$ cat config.mk
export PLATFORM = sky130hd
export DESIGN_NAME = forwarding_hazard_unit
export DESIGN_NICKNAME = d
export VERILOG_FILES = /design/src/rtl/forwarding_hazard_unit_pkg.sv /design/src/rtl/forwarding_hazard_unit_sat_counter.sv /design/src/rtl/forwarding_hazard_unit.sv
export SDC_FILE = /design/constraint.sdc
export NUM_CORES = 1
export LEC_CHECK = 0
export CORE_MARGIN = 10
export CORE_UTILIZATION = 50
export CTS_BUF_LIST = sky130_fd_sc_hd__clkbuf_2
export DETAILED_ROUTE_END_ITERATION = 7
export GPL_TIMING_DRIVEN = 1
export PLACE_DENSITY = 0.74
export SETUP_SLACK_MARGIN = 0.15
export SLEW_MARGIN = 20
export SYNTH_ARGS = -nofsm -noshare
export SYNTH_HDL_FRONTEND = slang
export SYNTH_SLANG_ARGS = --single-unit
$ cat constraint.sdc
create_clock -name clk -period 4.22 [get_ports clk]
set_input_delay 0.844 -clock clk [delete_from_list [all_inputs] [get_ports clk]]
set_output_delay 0.844 -clock clk [all_outputs]
set_load 0.05 [all_outputs]
$ cat src/rtl/forwarding_hazard_unit_pkg.sv
// Shared constants for the execute-stage forwarding and hazard unit.
// Forward select codes match the operand mux port order.
package forwarding_hazard_unit_pkg;

    localparam int unsigned REG_ADDR_W = 5;

    localparam logic [REG_ADDR_W-1:0] X0 = '0;

    localparam logic [1:0] FWD_RF  = 2'b00;
    localparam logic [1:0] FWD_WB  = 2'b01;
    localparam logic [1:0] FWD_MEM = 2'b10;

endpackage

$ cat src/rtl/forwarding_hazard_unit_sat_counter.sv
// Saturating event counter with synchronous clear; clear wins over increment.
module sat_counter #(
    parameter int unsigned W = 16
) (
    input  logic         clk_i,
    input  logic         rst_ni,
    input  logic         inc_i,
    input  logic         clr_i,
    output logic [W-1:0] cnt_o
);

    logic [W-1:0] cnt_q, cnt_d;

    always_comb begin
        cnt_d = cnt_q;
        if (clr_i) begin
            cnt_d = '0;
        end else if (inc_i && (cnt_q != '1)) begin
            cnt_d = cnt_q + W'(1);
        end
    end

    always_ff @(posedge clk_i or negedge rst_ni) begin
        if (!rst_ni) begin
            cnt_q <= '0;
        end else begin
            cnt_q <= cnt_d;
        end
    end

    assign cnt_o = cnt_q;

endmodule

$ cat src/rtl/forwarding_hazard_unit.sv
// Operand forwarding selects, load-use stall and branch flush controls for the
// RV32I core, driven from a private shadow of the E/M/W destination state.
module forwarding_hazard_unit #(
    parameter int unsigned REG_ADDR_W = 5,
    parameter int unsigned CNT_W      = 16
) (
    input  logic                  clk,
    input  logic                  reset_n,
    input  logic [REG_ADDR_W-1:0] Rs1D,
    input  logic [REG_ADDR_W-1:0] Rs2D,
    input  logic [REG_ADDR_W-1:0] RdD,
    input  logic                  RegWriteD,
    input  logic                  LoadD,
    input  logic                  PCSrcE,
    input  logic                  cnt_clr,
    output logic [1:0]            ForwardAE,
    output logic [1:0]            ForwardBE,
    output logic                  StallF,
    output logic                  StallD,
    output logic                  FlushD,
    output logic                  FlushE,
    output logic [CNT_W-1:0]      stall_cnt,
    output logic [CNT_W-1:0]      flush_cnt
);

    import forwarding_hazard_unit_pkg::X0;
    import forwarding_hazard_unit_pkg::FWD_RF;
    import forwarding_hazard_unit_pkg::FWD_WB;
    import forwarding_hazard_unit_pkg::FWD_MEM;

    localparam logic [REG_ADDR_W-1:0] Zero = REG_ADDR_W'(X0);

    logic [REG_ADDR_W-1:0] rs1_e_q, rs2_e_q, rd_e_q, rd_m_q, rd_w_q;
    logic                  we_e_q, load_e_q, we_m_q, we_w_q;
    logic                  lw_stall, flush_e;

    // Memory stage outranks writeback: it holds the younger value.
    function automatic logic [1:0] fwd_sel(input logic [REG_ADDR_W-1:0] rs,
                                           input logic [REG_ADDR_W-1:0] rd_m,
                                           input logic                  we_m,
                                           input logic [REG_ADDR_W-1:0] rd_w,
                                           input logic                  we_w);
        if (rs == Zero) begin
            return FWD_RF;
        end else if (we_m && (rd_m == rs)) begin
            return FWD_MEM;
        end else if (we_w && (rd_w == rs)) begin
            return FWD_WB;
        end
        return FWD_RF;
    endfunction

    assign lw_stall = load_e_q && (rd_e_q != Zero) && ((rd_e_q == Rs1D) || (rd_e_q == Rs2D));
    assign flush_e  = lw_stall || PCSrcE;

    always_ff @(posedge clk or negedge reset_n) begin
        if (!reset_n) begin
            rs1_e_q  <= '0;
            rs2_e_q  <= '0;
            rd_e_q   <= '0;
            we_e_q   <= 1'b0;
            load_e_q <= 1'b0;
            rd_m_q   <= '0;
            we_m_q   <= 1'b0;
            rd_w_q   <= '0;
            we_w_q   <= 1'b0;
        end else begin
            if (flush_e) begin
                rs1_e_q  <= '0;
                rs2_e_q  <= '0;
                rd_e_q   <= '0;
                we_e_q   <= 1'b0;
                load_e_q <= 1'b0;
            end else begin
                rs1_e_q  <= Rs1D;
                rs2_e_q  <= Rs2D;
                rd_e_q   <= RdD;
                we_e_q   <= RegWriteD;
                load_e_q <= LoadD;
            end
            // M and W always advance; a stall only holds fetch/decode.
            rd_m_q <= rd_e_q;
            we_m_q <= we_e_q;
            rd_w_q <= rd_m_q;
            we_w_q <= we_m_q;
        end
    end

    sat_counter #(
        .W(CNT_W)
    ) u_stall_cnt (
        .clk_i (clk),
        .rst_ni(reset_n),
        .inc_i (lw_stall),
        .clr_i (cnt_clr),
        .cnt_o (stall_cnt)
    );

    sat_counter #(
        .W(CNT_W)
    ) u_flush_cnt (
        .clk_i (clk),
        .rst_ni(reset_n),
        .inc_i (PCSrcE),
        .clr_i (cnt_clr),
        .cnt_o (flush_cnt)
    );

    assign ForwardAE = fwd_sel(rs1_e_q, rd_m_q, we_m_q, rd_w_q, we_w_q);
    assign ForwardBE = fwd_sel(rs2_e_q, rd_m_q, we_m_q, rd_w_q, we_w_q);
    assign StallF    = lw_stall;
    assign StallD    = lw_stall;
    // PCSrcE is a raw input, so gate it to keep outputs quiet during reset.
    assign FlushD    = PCSrcE && reset_n;
    assign FlushE    = flush_e && reset_n;

endmodule
**Word level (Yosys, flattened, before mapping)**

Index checks and enable logic that the tools add are counted.

- Logic and storage cells: 61
- Bits of input ports: 21
- Memory bits (writable): 0
- Memories kept: 0
- Latch bits: 0
- Register bits after elaboration: 61
- ROM bits: 0

- Bitwise operators: 0
- $lt $le $gt $ge: 0
- Mux-type cells: 23
- Shift operators: 0
- Add/subtract/negate cells: 2
- Div/mod/pow operators: 0
- Multipliers: 0
- Reduce and logical (&&, ||, !) cells: 17
- Equality and inequality tests: 8

Operators with widths:

| operator | count |
|---|---|
| 2-to-1 mux 16 bit | 4 |
| adder 16 x 1 -> 16 bit (second input constant) | 2 |
| != test 16 bit (second input constant) | 2 |
| equality test 5 bit | 6 |
| 2-to-1 mux 2 bit | 8 |
| 2-to-1 mux 5 bit | 3 |
| logical AND 1 bit | 10 |
| zero test 5 bit | 2 |
| 2-to-1 mux 1 bit | 8 |
| nonzero test 5 bit | 1 |
| nonzero test 2 bit | 2 |
| logical OR 1 bit | 2 |

**Depth between registers and ports, before layout**

- Depth after elaboration: 6
- Depth in mapped cells: 7

**Modules after synthesis**

A second synthesis with hierarchy kept.

- Cells, all modules: 321
- Area total of the unflattened synthesis: 3308.2 µm²

By module, submodules not included:

| module | sequential area each (µm²) | cells an instance | area each (µm²) | times used |
|---|---|---|---|---|
| sat_counter | 400.4 | 98 | 942.2 | 2 |
| forwarding_hazard_unit | 725.7 | 125 | 1423.9 | 1 |

**Least setup slack after synthesis**

No wires, ideal clock.

- Path kind: input port to output port
- From: input port Rs2D[4]
- To: output port StallF
- Stages on the path: 6
- Data arrival time: 2556 ps
- Slack: 820 ps
- Path through: xnor2_1 nand3_1 o22a_1 buf_6 nor2_1 buf_4

- Word-level cells in the longest chain between the ends: 3

RTL lines:

| what | line | text |
|---|---|---|
| start, declared | forwarding_hazard_unit.sv:10 | `input logic [REG_ADDR_W-1:0] Rs2D,` |
| equality test 5 bit | forwarding_hazard_unit.sv:53 | `assign lw_stall = load_e_q && (rd_e_q != Zero) && ((rd_e_q == Rs1D) \|\| (rd_e_q == Rs2D));` |
| logical OR 1 bit | forwarding_hazard_unit.sv:53 |  |
| logical AND 1 bit | forwarding_hazard_unit.sv:53 |  |
| end, declared | forwarding_hazard_unit.sv:18 | `output logic StallF,` |

Every way passes these cells.

**Final worst setup path**

- From: register rd_e_q[2]
- To: output port FlushE

- Word-level cells in the longest chain between the ends: 5

RTL lines:

| what | line | text |
|---|---|---|
| start, declared | forwarding_hazard_unit.sv:33 | `logic [REG_ADDR_W-1:0] rs1_e_q, rs2_e_q, rd_e_q, rd_m_q, rd_w_q;` |
| start signal, assigned | forwarding_hazard_unit.sv:77 | `rd_e_q <= RdD;` |
| equality test 5 bit / nonzero test 5 bit (equally long branches) | forwarding_hazard_unit.sv:53 |  |
| logical OR 1 bit / logical AND 1 bit (equally long branches) | forwarding_hazard_unit.sv:53 |  |
| logical AND 1 bit (*) | forwarding_hazard_unit.sv:53 |  |
| logical OR 1 bit (*) | forwarding_hazard_unit.sv:54 | `assign flush_e = lw_stall \|\| PCSrcE;` |
| logical AND 1 bit (*) | forwarding_hazard_unit.sv:115 | `assign FlushE = flush_e && reset_n;` |
| end, declared | forwarding_hazard_unit.sv:21 | `output logic FlushE,` |

Every way passes the cells marked *; elsewhere a longest branch is shown, timed or not.

==> results.cfg <==
[status]
outcome = completed

[flow_run]
maxCapViolations = 0

[cts]
cts_setup_buffers = 0
clk_path_buf_depth = 2
holdBufCountCts = 0
cts_sinks = 61
htree_levels = 3
clk_latency_ns = 0.46
ctsRootBufferMaster = clkbuf_2
clkSlewWorstSetupHoldPaths_ns = 0.19
cts_buffers = 9
tritoncts = done
cts_resized = 0

[drt]
firstDrtPassIters = 4
wl_per_cell_um = 15.62
drc = 0
wirelength_um = 6937
dr.first_iter.drc_count = 83
vias = 2445
viasPerCell = 5.507
antenna_left = 0

[power_and_ir_drop]
combinationalPowerShare_pct = 11.5
power.density_nw_per_um2 = 288.7
p_sw_uw = 312.0
pwr-share-clk_pct = 32.4
p_leak_nw = 1.515
p_int_uw = 797.1
irDropWorstVdd_v = 0.0001760
swShare_pct = 28.13
share_seq_of_total_power_pct = 56.2

[synth]
yosysTopAreaCellShare_pct = 49.59
synthMuxAreaShare_pct = 1.911
yosysWarnings = 0
synth_edf_count = 0
syn_nets = 322
synth_area_um2 = 3078
seq_area_frac_synth_pct = 49.59
synth_top_family_by_area = simple AND/OR/NAND/NOR gates
synth_compound_area_share_pct = 7.805
async_flop_share_pct = 100.0
syn_avg_cell_area_um2 = 10.29
synth_xor_area_share_pct = 11.95
ys.flop_type = dfrtp_1
ys_types = 46
synthSimpleGateAreaFrac_pct = 25.81
synth_cells = 299
ys_top_cells_by_area = dfrtp_1 50%, xnor2_1 9.7%, and2_1 3.9%, nor2_1 3.7%, nand3_1 2.8%
synth_fa_ha_area_share_pct = 0.8130
yosysTopAreaCell = dfrtp_1
ys_ff_latch = 61

[finish]
diodes = 0
final_core_util_pct = 64.52
nets = 387
multiInputGateArea_um2 = 1486
fin_cells = 444
fin_area_um2 = 3842
fill_cells = 538
area_growth_pct = 24.84
drive_gt1_share_pct = 10.03
register_area_um2 = 1526

[grt]
grt-ovfl-total = 0
antenna_found_initial = 0
grt_first_pass_wirelength_um = 11990
grt_use_total_pct = 14.79
grt_pass1_vias = 2431
grt_start_max_net_pins = 63

[placed_design]
dp_hpwl_um = 5149
post_dp_cell_area_um2 = 3729
gp_congestion = 0.8759
io_buffers = 60
dpl.cell_count = 428

[critical_path]
max_stage_delay_ns = 0.53
crit_path_end_kind = output port
cp.arrival_ns = 2.58
worst_r2r_path_depth = 6
path_cells = or4_1 > o21a_1 > a21oi_2 > nor2b_1 > buf_4
path_class = register to output port
crit_start = rd_e_q[2]
cp_slowest_cell = or4_1
cp_max_fo = 18
cp.required_ns = 3.38
endpoint = FlushE
r2r_start = u_stall_cnt.cnt_o[0]
cp-start-kind = register
r2r_end = u_stall_cnt.cnt_o[4]
r2r_slack_ns = 2.04

[timing]
rsz0062_at_grt = false
fin_setup_tns_ns = 0
finalCritPeriodShare_pct = 81.21
final_max_slew_viol_count = 0
period_needed_ns = 3.427
finalSetupViolations = 0
whs_ns = 0.3871
slew_headroom_pct = 49.92
max_freq_mhz = 291.8
skew_ns = 0.02899
hold_viol = 0
tightest_slew_ns = 0.7512

[die]
die_w_um = 98.46
ios = 61
num_rows = 28
die_area_um2 = 9694
placeableCoreArea_um2 = 5956
start_util_pct = 51.68
die_h_um = 98.46

[worst_hold_path]
hold_class = register to register
==> cells in the mapped netlist (all sizes together) (4+ instances only) <==
master  instances
nor3            9
o31ai           8
clkbuf          6
nor4            7
xnor2          34
dfrtp          61
a21oi          15
mux2            4
or3             4
nor2b           6
nand3          17
xor2            8
o21ai           6
nor2           30
or4            12
and2           19
nand4           7
nand2          15
==> how the worst min path moves through the flow <==
stage | cells past startpoint | end | start
detailed placement | 0 | we_m_q | we_e_q
global placement | 0 | we_m_q | we_e_q
floorplan | 0 | we_m_q | we_e_q
finish | 0 | we_m_q | we_e_q
global route | 0 | we_m_q | we_e_q
CTS | 0 | we_m_q | we_e_q
==> cells in the final DEF (no fill, tap or decap), types with 4 or more instances in the layout <==
cell             instances
dfrtp_1                 61
clkdlybuf4s50_1         56
xnor2_1                 34
nor2_1                  30
and2_1                  19
nand3_1                 17
nand2_1                 15
a21oi_1                 14
or4_1                   11
clkbuf_2                10
xor2_1                   8
o31ai_1                  8
nor3_1                   8
nand4_1                  6
nor4_1                   6
nor2b_1                  6
buf_4                    6
o21ai_0                  5
or3_1                    4
==> per-layer routing <==
layer	GRT usage, %	part of all wire [%]	vias to the layer above
li1	-	-	1191
met1	19.00	46	1188
met2	22.59	47	62
met3	5.377	6.0	4
met4	4.851	0.61	0
met5	0	0	-
==> cell families after synthesis <==
family                   count (synthesis)
AO/OA/AOI/OAI                           37
XOR/XNOR                                42
adder cells (fa/ha/maj)                  2
buffers and inverters                   12
flip-flops                              61
multiplexers                             5
AND/OR/NAND/NOR                        140
==> state kept, by name, indices dropped and copies added, names as in the netlist <==
signal and flops:
we_e_q 1, rs2_e_q 5, rd_w_q 5, rd_e_q 5, rs1_e_q 5, u_flush_cnt.cnt_o 16
load_e_q 1, we_w_q 1, u_stall_cnt.cnt_o 16, we_m_q 1, rd_m_q 5
==> worst max-delay path: cells and delay by family, from the launching register on <==
kind | cells | cell delay [ns]
flip-flops | 1 | 0.48
buffers and inverters | 1 | 0.21
AO/OA/AOI/OAI | 2 | 0.81
AND/OR/NAND/NOR | 2 | 0.63
==> metrics by stage <==
stage               power, mW  worst slack, ns
floorplan              0.7060           0.8199
global placement       0.7596           0.9243
detailed placement     0.7630           0.8201
CTS                     1.120           0.6924
global route            1.165           0.5210
finish                  1.109           0.7931
==> power groups by stage <==
stage          Combinational (mW)  Clock, mW  Sequential (mW)
4_1_cts                     0.129      0.367            0.623
5_1_grt                     0.141      0.399            0.626
2_1_floorplan              0.0708          0            0.635
3_5_place_dp                0.129          0            0.634
6_report                    0.127      0.359            0.623
3_3_place_gp                0.127          0            0.633
==> cell type report <==
type | count | area share [%]
Clock inverter | 6 | 1.661
Tap cell | 75 | 2.442
Inverter | 3 | 0.2931
Clock buffer | 10 | 1.303
Sequential cell | 61 | 39.73
Timing Repair Buffer | 63 | 15.89
Multi-Input combinational cell | 226 | 38.68
(Power assumes the default switching activity.)
